[config.mk]
export PLATFORM = sky130hd
export DESIGN_NAME = tx_slot_scheduler
export DESIGN_NICKNAME = d
export VERILOG_FILES = /design/src/rtl/tx_slot_scheduler.sv
export SDC_FILE = /design/constraint.sdc
export NUM_CORES = 1
export LEC_CHECK = 0
export ABC_AREA = 1
export CAP_MARGIN = 0
export CELL_PAD_IN_SITES_DETAIL_PLACEMENT = 0
export CELL_PAD_IN_SITES_GLOBAL_PLACEMENT = 1
export CORE_MARGIN = 2
export CORE_UTILIZATION = 30
export DETAILED_ROUTE_END_ITERATION = 10
export GPL_TIMING_DRIVEN = 0
export PLACE_DENSITY = 0.61
export SETUP_SLACK_MARGIN = 0.3
export SYNTH_ARGS = -nofsm -noshare
export SYNTH_HDL_FRONTEND = slang
export SYNTH_SLANG_ARGS = --single-unit
[constraint.sdc]
create_clock -name clk -period 2.37 [get_ports clk]
set_input_delay 0.711 -clock clk [delete_from_list [all_inputs] [get_ports clk]]
set_output_delay 0.711 -clock clk [all_outputs]
set_load 0.02 [all_outputs]
[src/rtl/tx_slot_scheduler.sv]
// rtl/tx_slot_scheduler.sv - TDMA slot timer with two-way round-robin TX grant
// Optional feature macro: SLOT_GUARD_EN (tx_en masked during slot-end guard ticks).
module tx_slot_scheduler #(
    parameter int SLOT_LEN  = 64,
    parameter int GUARD_LEN = 4
) (
    input  logic       clk,
    input  logic       rst_n,
    input  logic       en,
    input  logic [1:0] req,
    output logic       ce_25m,
    output logic       time_slot_flag,
    output logic [1:0] gnt,
    output logic       tx_en,
    output logic [7:0] slot_cnt,
    output logic       frame_start
);

    localparam int TW = (SLOT_LEN > 1) ? $clog2(SLOT_LEN) : 1;
    localparam logic [TW-1:0] TICK_LAST   = TW'(SLOT_LEN - 1);
    localparam logic [TW-1:0] GUARD_START = TW'(SLOT_LEN - GUARD_LEN);

    generate
        if (SLOT_LEN < 2 || SLOT_LEN > 1024 || GUARD_LEN < 1 || GUARD_LEN >= SLOT_LEN) begin : g_param_check
            $error("tx_slot_scheduler: SLOT_LEN/GUARD_LEN out of range");
        end
    endgenerate

    typedef enum logic [1:0] {IDLE, RUN, DRAIN} state_t;

    state_t        state, state_nx;
    logic [1:0]    phase, phase_nx;
    logic [TW-1:0] tick, tick_nx, tick_inc;
    logic [7:0]    slot_nx;
    logic [1:0]    gnt_nx, arb;
    logic          last_hi, last_hi_nx;
    logic          flag_nx, fs_nx, ce_nx, tx_nx, new_slot, wrap;

    // last_hi=1 means req[1] won the last non-empty grant, so req[0] goes first on a tie
    always_comb begin
        case (req)
            2'b01:   arb = 2'b01;
            2'b10:   arb = 2'b10;
            2'b11:   arb = last_hi ? 2'b01 : 2'b10;
            default: arb = 2'b00;
        endcase
    end

    assign wrap     = (phase == 2'd3) && (tick == TICK_LAST);
    assign tick_inc = (phase == 2'd3) ? (wrap ? '0 : tick + TW'(1)) : tick;

    always_comb begin
        state_nx   = state;
        phase_nx   = phase;
        tick_nx    = tick;
        slot_nx    = slot_cnt;
        gnt_nx     = gnt;
        last_hi_nx = last_hi;
        new_slot   = 1'b0;
        case (state)
            IDLE: begin
                phase_nx = 2'd0;
                tick_nx  = '0;
                gnt_nx   = 2'b00;
                if (en) begin
                    state_nx = RUN;
                    new_slot = 1'b1;
                    slot_nx  = 8'd0;
                end
            end
            RUN: begin
                phase_nx = phase + 2'd1;
                tick_nx  = tick_inc;
                if (!en) state_nx = DRAIN;
                if (wrap) begin
                    new_slot = 1'b1;
                    slot_nx  = slot_cnt + 8'd1;
                end
            end
            DRAIN: begin
                phase_nx = phase + 2'd1;
                tick_nx  = tick_inc;
                if (wrap) begin
                    if (en) begin
                        state_nx = RUN;
                        new_slot = 1'b1;
                        slot_nx  = slot_cnt + 8'd1;
                    end else begin
                        state_nx = IDLE;
                        phase_nx = 2'd0;
                        tick_nx  = '0;
                        gnt_nx   = 2'b00;
                    end
                end else if (en) begin
                    state_nx = RUN;
                end
            end
            default: state_nx = IDLE;
        endcase
        if (new_slot) begin
            gnt_nx = arb;
            if (|arb) last_hi_nx = arb[1];
        end
        flag_nx = new_slot;
        fs_nx   = new_slot && (slot_nx == 8'd0);
        ce_nx   = (state_nx != IDLE) && (phase_nx == 2'd3);
`ifdef SLOT_GUARD_EN
        tx_nx   = (|gnt_nx) && (tick_nx < GUARD_START);
`else
        tx_nx   = |gnt_nx;
`endif
    end

    always_ff @(posedge clk or negedge rst_n) begin
        if (!rst_n) begin
            state          <= IDLE;
            phase          <= 2'd0;
            tick           <= '0;
            last_hi        <= 1'b1;
            slot_cnt       <= 8'd0;
            gnt            <= 2'b00;
            tx_en          <= 1'b0;
            ce_25m         <= 1'b0;
            time_slot_flag <= 1'b0;
            frame_start    <= 1'b0;
        end else begin
            state          <= state_nx;
            phase          <= phase_nx;
            tick           <= tick_nx;
            last_hi        <= last_hi_nx;
            slot_cnt       <= slot_nx;
            gnt            <= gnt_nx;
            tx_en          <= tx_nx;
            ce_25m         <= ce_nx;
            time_slot_flag <= flag_nx;
            frame_start    <= fs_nx;
        end
    end

endmodule

Word level (Yosys, flattened, before mapping)
Index checks and enable logic that the tools add are counted.
Widths: inputs -> output; s select.
- input bits: 5
- register bits after elaboration: 25
- output and inout bits: 14
- logic and storage cells: 59
- reduce and logical (&&, ||, !) cells: 10
- equal/unequal tests: 8
- muxes and demuxes: 28
- add/sub/neg operators: 3
- operators by type and width (cell ; number):
    $mux 8 ; 4
    $mux 6 ; 4
    $pmux 8 s3 ; 1
    $mux 2 ; 9
    $pmux 2 s3 ; 3
    $pmux 6 s3 ; 1
    $eq 2x2->1 const B ; 5
    $add 8x1->8 const B ; 1
    $logic_not 8->1 ; 1
    $add 6x1->6 const B ; 1
    $eq 6x6->1 const B ; 1
    $eq 2x1->1 const B ; 2
    $mux 1 ; 4
    $pmux 2 s2 ; 1
    $reduce_or 2->1 ; 2
    $logic_and 1x1->1 ; 3
    $pmux 1 s3 ; 1
    $reduce_bool 3->1 ; 1
    $add 2x1->2 const B ; 1
    $logic_not 2->1 ; 1
    $reduce_and 2->1 ; 1
    $reduce_bool 2->1 ; 1

Depth between registers and ports, before layout
- word-level depth: 7
- gate-level depth with buffers: 14
- mapped depth without buffers: 13

Worst setup path after synthesis
OpenSTA, ideal clock, no wires.
- path kind: input-to-reg
- start: input en
- end: register frame_start
- setup time: 115 ps
- required time: 2255 ps
- path buffers: 0
- stages on the path: 9
- path slack: 572 ps
- data arrival time: 1683 ps
- path through: inv_1 -> ha_1 -> or2_2 -> nand2_1 -> nand3_1 -> nand2_1 -> a21oi_2 -> nand3_1 -> nor2_1
- cells in the longest elaborated chain, start to end: 5
- elaborated cells between the ends (all ways): 9
- those cells by class: mux (7); reduce/logical (2)
- ends and longest elaborated chain (item ; line ; text):
    start: declaration ; 9 ; input logic en,
    $mux 8 ; 84 ; if (en) begin
    $mux 8 ; 83 ; if (wrap) begin
    $pmux 8 s3 ; 60 ; case (state)
    $logic_not 8->1 ; 105 ; fs_nx = new_slot && (slot_nx == 8'd0);
    $logic_and 1x1->1 (*) ; 105 ;
    net fs_nx ; 37 ; logic flag_nx, fs_nx, ce_nx, tx_nx, new_slot, wrap;
    end signal: assignment ; 136 ; frame_start <= fs_nx;
    end: declaration ; 16 ; output logic frame_start
The timed path passes the listed nets; every way through them passes the cells marked *.
A chain may end at the register's enable or synchronous reset.

Final worst setup path
- start: register slot_cnt[1]
- end: output slot_cnt[1]
- RTL lines (item ; line ; text):
    start: declaration ; 15 ; output logic [7:0] slot_cnt,
    start signal: assignment ; 131 ; slot_cnt <= slot_nx;
No word-level cell between the ends.

==> run_results.csv <==
group,metric,value,unit
grt,overflow,0,
layout,final_cell_mix,"nand2_1 (56), inv_1 (30), dfrtp_1 (24), nand3_1 (16), nor2_1 (15)",
status,outcome,"completed",
sta,post-route-period-util,85.03,%
cts,tritoncts,"built",
synthesis,syn_inst,215,
layout,fin_area,1966,um2
drt,drc,0,
layout,syn2layout_area_growth,20.38,%
setup_path,arrival,1.30,ns
sta,slew_violations,0,
synthesis,synth_top_family_by_area,"simple AND/OR/NAND/NOR gates",
synthesis,synth-seq-area-share,38.39,%
setup_path,crit_family,"buffers and inverters",
power,p_seq_share,33.7,%
layout,final_cells,308,
hold_path,hold_path_class,"reg -> reg",
power,clkPwrFrac,15.8,%
placed_design,placed_cell_area,1901,um2
drt,wire_per_inst,12.90,um
sta,relSlewSlack,22.45,%
placed_design,pre_cts_slack,-0.07093,ns
synthesis,synth.distinct_cells,34,
drt,first_pass_iters,6,
placed_design,gp_congestion,0.7570,
synthesis,synth-seq-cells,25,
die,dieArea,6049,um2
power,finalPower,1694,uW
synthesis,synthFlopType,"dfrtp_1",
sta,rsz0062_at_grt,"true",
die,chipWidth,77.78,um
drt,via_per_inst,4.662,
cts,htree_num_levels,1,
setup_path,path_class,"reg -> out",
synthesis,async_reset_ff_share,100.0,%
sta,tightest_slew,1.160,ns
synthesis,synth_warnings,0,
layout,fillers,553,
grt,grt_max_degree,26,
setup_path,max_stage_delay,0.62,ns
layout,regArea,626.9,um2
placed_design,hpwl,3.030,mm
synthesis,synthAdderAreaFrac,6.897,%
die,start_util,31.57,%
sta,setup_viol,0,
die,die_h,77.78,um
power,powerDensity,861.6,nW/um2
grt,grt_pass1_vias,1429,
synthesis,synth_compound_area_share,13.26,%
synthesis,synthSimpleGateAreaFrac,30.42,%
setup_path,cp_slowest_cell,"clkdlybuf4s50_1",
setup_path,path_buf_inv,1,
sta,layout_setup_ws,0.3549,ns
drt,drt-total-wl,3.972,mm
grt,grt_use_total,14.30,%
synthesis,syn_area_per_cell,7.594,um2
setup_path,cp-end-kind,"output pin",
grt,antenna_found_initial,0,
drt,via_count,1436,
sta,fmax,0.4962,GHz
synthesis,synth_area,1633,um2
layout,multiInputGateArea,863.3,um2
synthesis,synth_edf_count,0,
power,p_comb_share,50.6,%
cts,clock_latency,0.27,ns
synthesis,synth-xor-area-share,1.609,%
cts,ctsLongestPathBuffers,2,
grt,grt_pass1_wl,6.920,mm
setup_path,cp_max_fo,4,
power,p_leak,0.001002,uW
cts,cts_root_buf,"clkbuf_8",
sta,hold_viol,0,
placed_design,place_inst,303,
layout,nets,253,
placed_design,portBuffers,18,
synthesis,syn_nets,229,
sta,worst_hold_slack,0.4967,ns
setup_path,cp.required,1.66,ns
cts,cts_hold_buf,0,
power,power.switching,735.3,uW
drt,drt-initial-drc-count,64,
cts,cts_buffers,3,
cts,numClockSinks,25,
sta,clock_skew,0.002883,ns
setup_path,crit_path_start_kind,"flop",
layout,drive_gt1_share,14.71,%
setup_path,cp_cell_sequence,"clkdlybuf4s50_1",
synthesis,synthMuxAreaShare,0,%
flow_run,maxCapViolations,0,
power,intPower,958.3,uW
layout,n_antenna_cell,0,
power,vdd_ir_drop_max,453.8,uV
die,fp-row-count,26,
die,coreArea,5172,um2
layout,final_common_cell,"nand2_1",
die,io_pins,19,
power,swShare,43.42,%
sta,fin_crit,2.015,ns
cts,clkTransAtPathRegs,0.10,ns
drt,postRouteAntennaNets,0,
==> kinds of logic after synthesis <==
logic type               after synthesis
AO/OA/AOI/OAI                         35
XOR/XNOR                               3
adder cells (fa/ha/maj)                9
buffers and inverters                 36
flip-flops                            25
AND/OR/NAND/NOR                      107
==> power groups by stage <==
| stage | registers (uW) | clock network (uW) | logic (uW) |
|---|---|---|---|
| 6_report | 570 | 267 | 856 |
| 3_5_place_dp | 577 | 0 | 839 |
| 5_1_grt | 582 | 302 | 965 |
| 2_1_floorplan | 628 | 0 | 515 |
| 4_1_cts | 568 | 284 | 839 |
| 3_3_place_gp | 576 | 0 | 843 |
==> per-stage QoR <==
step,utilization [%],setup TNS [ns]
floorplan,-,0
global placement,36.74,-0.1185
detailed placement,36.74,-0.07093
CTS,37.54,0
global route,38.00,0
finish,38.00,0
==> Yosys cell counts (2+ instances only) <==
cell type	instances	share of area, %
nand2_1	56	13
inv_1	31	7.1
dfrtp_1	24	37
nand3_1	16	4.9
nor2_1	15	3.4
a21oi_1	10	3.1
ha_1	9	6.9
o21ai_0	9	2.8
nor2_2	7	2.7
o22ai_1	5	1.9
nand3_2	3	1.8
xor2_1	3	1.6
a21boi_1	2	0.92
a31oi_1	2	0.77
inv_2	2	0.46
nand2_2	2	0.77
nand4_1	2	0.77
==> final cells by class <==
| cell class | count | share of cell area [%] |
|---|---|---|
| Multi-Input combinational cell | 154 | 43.92 |
| Sequential cell | 25 | 31.89 |
| Timing Repair Buffer | 19 | 9.548 |
| Inverter | 33 | 6.302 |
| Tap cell | 70 | 4.456 |
| Clock buffer | 3 | 2.101 |
| Buffer | 3 | 1.528 |
| Clock inverter | 1 | 0.2546 |
==> per-layer routing <==
layer	up-vias	part of all wire, %	track usage [%]	wire length, um
li1	738	-	-	-
met1	664	51	20.20	2026
met2	27	45	22.59	1769
met3	7	3.0	2.326	121
met4	0	1.4	3.750	54
met5	-	0	0	0
==> registers in the layout, indices dropped and copies added (netlist names) <==
name	count
frame_start	1
tick	6
gnt	2
time_slot_flag	1
ce_25m	1
phase	2
state	2
last_hi	1
slot_cnt	8
tx_en	1
==> tightest hold or removal path: stages, from the launching register on <==
cell and delay (ns):
dfstp_2 0.37, inv_1 0.05, o22ai_1 0.08
==> final timing paths <==
kind / start / end / slack, ns / depth (start not counted)
setup / recovery: slot_cnt[1] / slot_cnt[1] / 0.35 / 1
hold / removal: last_hi / last_hi / 0.50 / 2
setup reg to reg: state[0] / frame_start / 0.44 / 14
hold reg to reg: last_hi / last_hi / 0.50 / 2
max in group asynchronous: rst_n / slot_cnt[5] / 0.63 / 1
min in group asynchronous: rst_n / state[1] / 1.05 / 1
==> timing repair <==
action | in CTS | in global routing
endpoints found under the setup margin | 5 | 6
resized for setup | 5 | 5
cloned | 0 | 0
buffers inserted | 0 | 1
endpoints found under the hold margin | 0 | 0
(Power assumes the default switching activity.)
